--- src/rtl/ser_demux_pkg.sv ---
// rtl/ser_demux_pkg.sv - shared types, sizing helper and seven-segment patterns for ser_demux_n
package ser_demux_pkg;

   typedef enum logic [2:0] {IDLE, ADDR, LEN, DATA, DONE} state_e;

   function automatic int clog2_min1(input int n);
      int r;
      r = 0;
      while ((1 << r) < n) r++;
      return (r < 1) ? 1 : r;
   endfunction

   // gfedcba, active-high, hex digits 0..F
   localparam logic [6:0] SEG_LUT [16] = '{
      7'b0111111, 7'b0000110, 7'b1011011, 7'b1001111,
      7'b1100110, 7'b1101101, 7'b1111101, 7'b0000111,
      7'b1111111, 7'b1101111, 7'b1110111, 7'b1111100,
      7'b0111001, 7'b1011110, 7'b1111001, 7'b1110001
   };

endpackage

--- src/rtl/seg7_decoder.sv ---
// rtl/seg7_decoder.sv - combinational hex digit to seven-segment (gfedcba, active-high) decoder
module seg7_decoder
   import ser_demux_pkg::*;
(
   input  logic [3:0] hex_i,
   output logic [6:0] seg_o
);

   assign seg_o = SEG_LUT[hex_i];

endmodule

--- src/rtl/ser_demux_n.sv ---
// rtl/ser_demux_n.sv - serial frame demux: start bit, channel address, length, payload routed to one channel
// Defining SER_DEMUX_SSD_EN adds SSD_Out, a seven-segment decode of ChSel.
module ser_demux_n
   import ser_demux_pkg::*;
#(
   parameter  int NUM_CH = 4,
   parameter  int LEN_W  = 4,
   localparam int ADDR_W = clog2_min1(NUM_CH)
) (
   input  logic              clk,
   input  logic              rst,
   input  logic              clkEn,
   input  logic              SerIn,
   output logic [NUM_CH-1:0] SerOut,
   output logic              SerOutValid,
   output logic              Done,
   output logic              Err,
   output logic              Busy,
   output logic [ADDR_W-1:0] ChSel
`ifdef SER_DEMUX_SSD_EN
   ,
   output logic [6:0]        SSD_Out
`endif
);

   localparam int BC_W = clog2_min1(((ADDR_W > LEN_W) ? ADDR_W : LEN_W) + 1);

   state_e            state_q, state_d;
   logic [BC_W-1:0]   bit_cnt_q, bit_cnt_d;
   logic [ADDR_W-1:0] addr_q, addr_d;
   logic [ADDR_W-1:0] ch_sel_q, ch_sel_d;
   logic [LEN_W-1:0]  cnt_q, cnt_d;
   logic [ADDR_W-1:0] addr_sh;
   logic [LEN_W-1:0]  len_sh;
   logic              ch_ok;

   assign addr_sh = (addr_q << 1) | ADDR_W'(SerIn);
   assign len_sh  = (cnt_q << 1) | LEN_W'(SerIn);
   // Non-power-of-two channel counts leave unused addresses that must not route
   assign ch_ok   = int'(ch_sel_q) < NUM_CH;

   always_ff @(posedge clk or posedge rst) begin
      if (rst) begin
         state_q   <= IDLE;
         bit_cnt_q <= '0;
         addr_q    <= '0;
         ch_sel_q  <= '0;
         cnt_q     <= '0;
      end else begin
         state_q   <= state_d;
         bit_cnt_q <= bit_cnt_d;
         addr_q    <= addr_d;
         ch_sel_q  <= ch_sel_d;
         cnt_q     <= cnt_d;
      end
   end

   always_comb begin
      state_d   = state_q;
      bit_cnt_d = bit_cnt_q;
      addr_d    = addr_q;
      ch_sel_d  = ch_sel_q;
      cnt_d     = cnt_q;
      case (state_q)
         IDLE: begin
            if (clkEn && !SerIn) begin
               state_d   = ADDR;
               bit_cnt_d = '0;
            end
         end
         ADDR: begin
            if (clkEn) begin
               addr_d = addr_sh;
               if (bit_cnt_q == BC_W'(ADDR_W - 1)) begin
                  ch_sel_d  = addr_sh;
                  bit_cnt_d = '0;
                  state_d   = LEN;
               end else begin
                  bit_cnt_d = bit_cnt_q + BC_W'(1);
               end
            end
         end
         LEN: begin
            if (clkEn) begin
               cnt_d = len_sh;
               if (bit_cnt_q == BC_W'(LEN_W - 1)) begin
                  bit_cnt_d = '0;
                  state_d   = (len_sh == '0) ? DONE : DATA;
               end else begin
                  bit_cnt_d = bit_cnt_q + BC_W'(1);
               end
            end
         end
         DATA: begin
            if (clkEn) begin
               cnt_d = cnt_q - LEN_W'(1);
               if (cnt_q == LEN_W'(1)) state_d = DONE;
            end
         end
         DONE:    state_d = IDLE;
         default: state_d = IDLE;
      endcase
   end

   always_comb begin
      SerOut      = '0;
      SerOutValid = 1'b0;
      if (state_q == DATA && ch_ok) begin
         SerOutValid = 1'b1;
         for (int i = 0; i < NUM_CH; i++) begin
            if (ch_sel_q == ADDR_W'(i)) SerOut[i] = SerIn;
         end
      end
   end

   assign Done  = (state_q == DONE);
   assign Err   = (state_q == DONE) && !ch_ok;
   assign Busy  = (state_q != IDLE);
   assign ChSel = ch_sel_q;

`ifdef SER_DEMUX_SSD_EN
   seg7_decoder u_seg7 (
      .hex_i (4'(ch_sel_q)),
      .seg_o (SSD_Out)
   );
`endif

endmodule
--- config.mk ---
export PLATFORM = sky130hd
export DESIGN_NAME = ser_demux_n
export DESIGN_NICKNAME = d
export VERILOG_FILES = /design/src/rtl/ser_demux_pkg.sv /design/src/rtl/seg7_decoder.sv /design/src/rtl/ser_demux_n.sv
export SDC_FILE = /design/constraint.sdc
export NUM_CORES = 1
export LEC_CHECK = 0
export ABC_AREA = 1
export CAP_MARGIN = 25
export CORE_MARGIN = 5
export CORE_UTILIZATION = 52
export CTS_CLUSTER_SIZE = 8
export DETAILED_ROUTE_END_ITERATION = 8
export PLACE_DENSITY = 0.85
export SLEW_MARGIN = 20
export SYNTH_ARGS = -nofsm -noshare
export SYNTH_HDL_FRONTEND = slang
export SYNTH_SLANG_ARGS = --single-unit
export TNS_END_PERCENT = 30
--- constraint.sdc ---
create_clock -name clk -period 2.1 [get_ports clk]
set_clock_uncertainty 0.15 [all_clocks]
set_input_delay 0.42 -clock clk [delete_from_list [all_inputs] [get_ports clk]]
set_output_delay 0.42 -clock clk [all_outputs]
set_load 0.02 [all_outputs]
---- Yosys cells after proc, flatten, opt, wreduce, memory -nomap -nowiden ----
Cells that the tools add are included.
word-level totals
  bits in registers ....................... 13
  latch bits .............................. 0
  memory bits (writable) .................. 0
  memory bits (read-only) ................. 0
  input bits .............................. 4
  output and inout bits ................... 10
  logic and storage cells ................. 63
  memories ................................ 0
operators by class
  add/sub/neg operators ................... 2
  multipliers ............................. 0
  divide/modulo/power cells ............... 0
  magnitude comparators ................... 0
  equal/unequal tests ..................... 17
  shift operators ......................... 0
  multiplexer cells ....................... 24
  bitwise logic cells ..................... 2
  reductions and logical operators ........ 13
operators with widths
  operator                                          count
  2-to-1 mux 3 bit                                  13
  != test 2 bit, second input constant              7
  2-to-1 mux 4 bit                                  3
  case mux 3 bit (4 select lines)                   1
  == test 3 x 2 -> 1 bit, second input constant     3
  case mux 3 bit (3 select lines)                   1
  case mux 4 bit (2 select lines)                   1
  AND reduction 7 bit                               1
  == test 3 x 1 -> 1 bit, second input constant     2
  AND reduction 3 bit                               2
  nonzero test 3 bit                                2
  2-to-1 mux 1 bit                                  5
  == test 2 bit, second input constant              2
  == test 4 x 1 -> 1 bit, second input constant     1
  logical NOT 4 bit                                 1
  bitwise OR 4 x 1 -> 4 bit                         1
  AND reduction 4 bit                               1
  subtractor 4 x 1 -> 4 bit, second input constant  1
  adder 3 x 1 -> 3 bit, second input constant       1
  == test 3 bit, second input constant              1
  logical NOT 3 bit                                 1
  == test 2 x 1 -> 1 bit, second input constant     1
  logical NOT 2 bit                                 1
  bitwise OR 2 x 1 -> 2 bit                         1
  4 further kinds                                   4

---- Depth between registers and ports, before layout ----
Gate-level depths: netlist of run 1.
  word-level depth ........................ 6
  gate-level depth with buffers ........... 9
  gate-level depth less buffers ........... 9

---- Worst setup path before layout of run 1 ----
Ideal clock, no wire load.
  kind .................................... reg2out
  start point ............................. register state_q[1]
  end point ............................... output SerOut[0]
  arrival ................................. 1346 ps
  required time ........................... 1530 ps
  path slack .............................. 184 ps
  cell stages (with the launch flop) ...... 5
  buffers on the path ..................... 0
  cell sequence ........................... dfrtp_1 -> inv_2 -> nor2_4 -> nand2_4 -> nor4_1
between the ends
  longest elaborated chain between the ends .. 2
RTL lines
  item                      line                text
  start: declaration        ser_demux_n.sv:28   state_e state_q, state_d;
  start signal: assignment  ser_demux_n.sv:50   state_q <= state_d;
  == test 3 x 2 -> 1 bit    ser_demux_n.sv:108  if (state_q == DATA && ch_ok) begin
  2-to-1 mux 4 bit          ser_demux_n.sv:108
  end: declaration          ser_demux_n.sv:14   output logic [NUM_CH-1:0] SerOut,
No other way between the ends.

---- Worst setup path after layout of run 1 ----
  start point ............................. input SerIn
  end point ............................... output SerOut[2]
between the ends
  longest elaborated chain between the ends .. 2
RTL lines
  item                line                text
  start: declaration  ser_demux_n.sv:13   input logic SerIn,
  2-to-1 mux 1 bit    ser_demux_n.sv:111  if (ch_sel_q == ADDR_W'(i)) SerOut[i] = SerIn;
  2-to-1 mux 4 bit    ser_demux_n.sv:108
No other way between the ends.

==> metrics.txt, run 1 <==
Worst-path clk slew 0.08 ns; Slowest cell on crit path clkdlybuf4s50_1; Post-Syn Instances 121; Max Slew Vio Count 0; R2R Path End state_q[0]; die width 52.3 µm; area leader, netlist dfrtp_1; total of max-cap violations 0; Syn Nets 131; worst hold-check path type in2async; CP cell instances clkdlybuf4s50_1 -> inv_1 -> nor4_1 -> buf_2; final wirelength 2.02 mm; sequential share of the synthesized area 35.0%; Tmin final 2.07 ns; PwrDens 1360 mW/mm²; Worst Max-Slew Pin Slew 0.499 ns; count of different cell masters after synthesis 23; Mapped Area 928 µm²; CTS Buffer Depth 2; Final nets 151; Yosys warning count 0; vias in the first global route 811; largest cells by area after synthesis dfrtp_1 (35%), nand2_1 (11%), ha_1 (8.1%); Antenna Nets Post-Route 0; CTS Sinks 13; Overflow after GRT 0; Pre-Repair DR Iteration Count 4; area share of the largest cell type after synthesis 35.0%; maximum VDD drop 587 µV; Synth async-reset ratio 100%; area of the core 0.00171 mm²; fmax 483 MHz; initial antenna violation count 0; routed len/inst 12.2 µm; Crit Path Class in2out; EDFF count, synth 0; Via density 5.08; Total Routing Usage GR 17.9%; Syn-to-layout area delta 20.8%; Port Buf Inserts 12; via count 838; Synth Flop Type dfrtp_1; CP required 1.53 ns; Ports 14; htree depth 1; Post-Layout Cell Count 165; worst path arrival time 1.50 ns; placed insts 161; CP Launch Type input port; first-pass GRT wire length 3.63 mm; Initial Utilization 54.4%; Slew HR 66.7%; Yosys reg bits 13; final core utilization 65.6%; post-synthesis average cell area 7.67 µm²; clock latency on the worst-skew pair 0.28 ns; DIE HEIGHT 52.3 µm; Reg2Reg Setup Slack 0.44 ns; Crit path max-delay family buffers and inverters; RSZ-0062 raised after global routing yes; Setup Viol. Count Final 0; antenna cells 0; reg2reg path depth 9; status complete, no violations; placed wire-length estimate 1.47 mm; Root Driver clkbuf_4; Die Area 0.00273 mm²; Fin. Hold Viols 0; initial DRC count 37; RR Startpoint cnt_q[1]; row cnt 15; Setup Fix Bufs, Post-CTS 0; max incr delay on CP 0.50 ns; WP buf/inv 3; Leakage 0.562 nW; # hold bufs at CTS 0; CTS tree built; number of CTS-inserted buffers 3; largest net degree at the start of global routing 14; DRC Markers 0; period utilization 98.6%; routability congestion estimate 0.844; share of layout cells above drive strength 1 24.3%; CP Capture Type output port; Crit Path Max Fanout 5
[area by class of cell]
| type | count | area (µm²) |
|---|---|---|
| Timing Repair Buffer | 17 | 140 |
| Multi-Input combinational cell | 86 | 522 |
| Clock buffer | 4 | 26.3 |
| Fill cell | 151 | 587 |
| Inverter | 20 | 75.1 |
| Sequential cell | 13 | 327 |
| Tap cell | 25 | 31.3 |
[cell usage after synthesis (2+ instances only)]
cell / count
nand3_1: 8
nor2_1: 8
a21oi_1: 3
ha_1: 6
o21ai_1: 2
o211ai_1: 2
dfrtp_1: 13
nor4_1: 4
nand2_4: 2
inv_1: 16
nor2_4: 5
inv_2: 4
nand2_1: 27
nand2_2: 4
o21ai_0: 8
nor2_2: 2
[kinds of logic after synthesis]
family                     count (synthesis)  synth area share [%]
adders and majority gates                  6                  8.09
DFF                                       13                  35.0
and+or+nand+nor                           62                  34.9
AOI/OAI and AO/OA                         17                  11.5
other                                      1                 0.404
buffers and inverters                     22                  10.1
[power by group]
part           switching, mW  leakage (nW)  internal, mW  total (mW)
clock network         0.0894        0.0150        0.0739       0.163
registers              0.101         0.161         0.357       0.458
logic                  0.570         0.386         0.333       0.903
total                  0.760         0.562         0.764        1.52
[how the worst max path moves through the flow]
stage / slack [ns] / to / startpoint / cells past startpoint
after floorplan: 0.18 / SerOut[0] / state_q[1] / 4
after global placement: -0.35 / SerOut[1] / SerIn / 4
after detailed placement: -0.39 / SerOut[1] / SerIn / 4
after CTS: -0.08 / Busy / state_q[2] / 3
after global routing: -0.07 / SerOut[2] / SerIn / 4
final: 0.03 / SerOut[2] / SerIn / 4
[metrics by stage]
step	worst slack (ns)	power (mW)	cell area [µm²]	setup TNS [ns]	hold slack, ns
after floorplan	0.184	1.09	928	0	0.147
after global placement	-0.349	1.31	1100	-1.38	0.328
after detailed placement	-0.392	1.35	1100	-1.56	0.334
after CTS	-0.0832	1.52	1100	-0.0832	0.334
after global routing	-0.0736	1.67	1120	-0.124	0.366
final	0.0296	1.52	1120	0	0.305
[cell usage in the layout (no fill, tap or decap), drive strengths merged]
master         netlist  layout
dlymetal6s2s         0       1
nor3                 1       1
buf                  2       9
nand2               33      33
nor4                 4       4
nand4                1       1
conb                 1       1
o21ai               10      10
inv                 20      20
dlygate4sd2          0       2
dfrtp               13      13
a21oi                3       3
ha                   6       6
a21boi               1       1
clkbuf               0       4
o211ai               2       2
o21bai               1       1
nor2                15      15
clkdlybuf4s50        0       5
nand3                8       8
[state kept, by name (all words and copies together) (netlist names)]
name and flops:
ChSel 2, bit_cnt_q 3, cnt_q 4, state_q 3, addr_q 1
[timing repair]
item,in CTS,in global routing
endpoints found under the setup margin,7,6
gates cloned,0,0
pin swaps,0,1
resized for setup,23,5
[routing by layer]
layer,GRT usage (%),vias up,wire length [µm]
li1,-,424,-
met1,21.5,380,848
met2,31.6,27,1000
met3,2.56,7,110
met4,7.66,0,52
met5,0,-,0
Power figures use the tool's default switching activity.
==> inputs of run 2 (changes only) <==
--- a/config.mk
+++ b/config.mk
@@ -11,6 +11,7 @@
 export CORE_UTILIZATION = 52
 export CTS_CLUSTER_SIZE = 8
 export DETAILED_ROUTE_END_ITERATION = 8
+export HOLD_SLACK_MARGIN = 0.02
 export PLACE_DENSITY = 0.85
 export SLEW_MARGIN = 20
 export SYNTH_ARGS = -nofsm -noshare
==> results of run 2 <==
The final DEF is identical to that of run 1; final timing and power are the same.
==> inputs of run 3 (changes only) <==
--- a/config.mk
+++ b/config.mk
@@ -11,8 +11,7 @@
 export CORE_UTILIZATION = 52
 export CTS_CLUSTER_SIZE = 8
 export DETAILED_ROUTE_END_ITERATION = 8
-export HOLD_SLACK_MARGIN = 0.02
-export PLACE_DENSITY = 0.85
+export PLACE_DENSITY_LB_ADDON = 0.05
 export SLEW_MARGIN = 20
 export SYNTH_ARGS = -nofsm -noshare
 export SYNTH_HDL_FRONTEND = slang
==> metrics.txt, run 3 (same netlist as run 1, synthesis figures left out) <==
placed insts 161 (unchanged); Crit Path Class in2out; final wirelength 1.75 mm (-13%); Routed met2 length 787 µm (-22%); Antenna Nets Post-Route 0 (unchanged); Slew HR 66.4% (-0.37 points); clock latency on the worst-skew pair 0.27 ns (about the same); vias in the first global route 707 (-13%); Worst-path clk slew 0.08 ns (about the same); Via density 4.98 (-2.0%); area of the core 0.00171 mm² (unchanged); Total Routing Usage GR 15.5% (-2.4 points); CP required 1.53 ns (about the same); Setup Viol. Count Final 0 (unchanged); Initial Utilization 54.4% (unchanged); Worst Max-Slew Pin Slew 0.504 ns (+0.00556 ns); CTS Sinks 13 (unchanged); Overflow after GRT 0 (unchanged); Root Driver clkbuf_4; via count 821 (-2.0%); Max Slew Vio Count 0 (unchanged); CTS Buffer Depth 2 (unchanged); Syn-to-layout area delta 20.1%; Detail Route met3 WL 79 µm (-28%); Tmin final 2.06 ns (-0.00633 ns); largest net degree at the start of global routing 14 (unchanged); Max Used Layer met4; placed wire-length estimate 1.40 mm (-5.2%); Fin. Hold Viols 0 (unchanged); htree depth 1 (unchanged); antenna cells 0 (unchanged); # hold bufs at CTS 0 (unchanged); initial antenna violation count 0 (unchanged); most frequent cells in the layout nand2_1 (27), inv_1 (15), dfrtp_1 (12); CP Launch Type input port; routed len/inst 10.6 µm (-13%); fmax 484 MHz (+0.31%); die width 52.3 µm (unchanged); max FFs per register 4 (unchanged); initial DRC count 17 (-54%); reg2reg path depth 9 (unchanged); Leakage 0.555 nW (-1.2%); share of layout cells above drive strength 1 24.3% (unchanged); R2R Path End state_q[0]; first-pass GRT wire length 3.13 mm (-14%); largest registers cnt_q (4), bit_cnt_q (3), state_q (3); fin worst setup slack 0.0359 ns (+0.00633 ns); worst hold-check path type in2async; CP Capture Type output port; DIE HEIGHT 52.3 µm (unchanged); WHS 0.319 ns (+0.0138 ns); status complete, no violations; final instance area 0.00111 mm² (-0.56%); Ports 14 (unchanged); M1 WL 852 µm (+0.47%); most common cell after layout, fill and taps aside nand2_1; PwrDens 1320 mW/mm² (-2.9%); Top reg by flops cnt_q; period utilization 98.3% (-0.30 points); post-placement setup slack -0.413 ns (-0.0207 ns); Pre-Repair DR Iteration Count 6 (+2); Final nets 151 (unchanged); number of CTS-inserted buffers 3 (unchanged); Post-Layout Cell Count 165 (unchanged); RR Startpoint cnt_q[1]; DRC Markers 0 (unchanged); Reg2Reg Setup Slack 0.51 ns (+0.07 ns); maximum VDD drop 659 µV (+12%); RSZ-0062 raised after global routing yes; worst path arrival time 1.49 ns (about the same); placed cell area 0.00110 mm² (unchanged); Port Buf Inserts 12 (unchanged); routability congestion estimate 0.869 (+3.0%); Die Area 0.00273 mm² (unchanged); row cnt 15 (unchanged); Crit Path Max Fanout 5 (unchanged); total of max-cap violations 0 (unchanged); Fin Setup TNS 0 ns (unchanged); CTS tree built
run 3: cell count changes in the layout (fill, tap and decap cells not counted):
| cell | previous run | this run |
|---|---|---|
| dlygate4sd2_1 | 2 | 3 |
| dlymetal6s2s_1 | 1 | 0 |
| buf_4 | 6 | 5 |
| buf_2 | 3 | 4 |
run 3: through the flow:
stage,utilization [%],total power [mW]
after global placement,64.3,1.32
final,65.3,1.47
after CTS,64.9,1.47
after global routing,65.3,1.64
after floorplan,-,1.09
after detailed placement,64.3,1.34
run 3: cell type report:
| class | instances | area, µm² |
|---|---|---|
| clock buffer | 4 | 26.3 |
| fill | 158 | 593 |
| inverter | 20 | 75.1 |
| multi-input combinational | 86 | 522 |
| sequential | 13 | 327 |
| tap | 25 | 31.3 |
| timing repair buffer | 17 | 134 |
run 3: routing by layer:
layer,GRT usage [%],vias up
met1,21.1,380
met5,0,-
met4,6.38,0
met2,23.8,15
met3,3.42,4
li1,-,422
run 3: what timing repair did:
item                                   CTS  global route
resized for setup                       23             4
setup buffers                            0             0
setup endpoints to repair                7             4
endpoints found under the hold margin    0             0
run 3: worst max path at each step:
stage | from | endpoint | depth (start not counted) | slack [ns]
finish | SerIn | SerOut[2] | 4 | 0.04
global route | SerIn | SerOut[0] | 4 | -0.02
CTS | SerIn | SerOut[2] | 4 | -0.06
detailed placement | SerIn | SerOut[2] | 4 | -0.41
global placement | SerIn | SerOut[0] | 4 | -0.36
floorplan | state_q[1] | SerOut[0] | 4 | 0.18
run 3: power by group:
part | switching (mW) | leakage (nW) | internal, mW
registers | 0.0968 | 0.161 | 0.357
clock network | 0.0767 | 0.0150 | 0.0735
logic | 0.547 | 0.379 | 0.321
total | 0.721 | 0.555 | 0.752
run 3: critical path, stage by stage:
cell,delay (ns)
clkdlybuf4s50_1,0.47
inv_1,0.10
nor4_1,0.29
buf_2,0.22
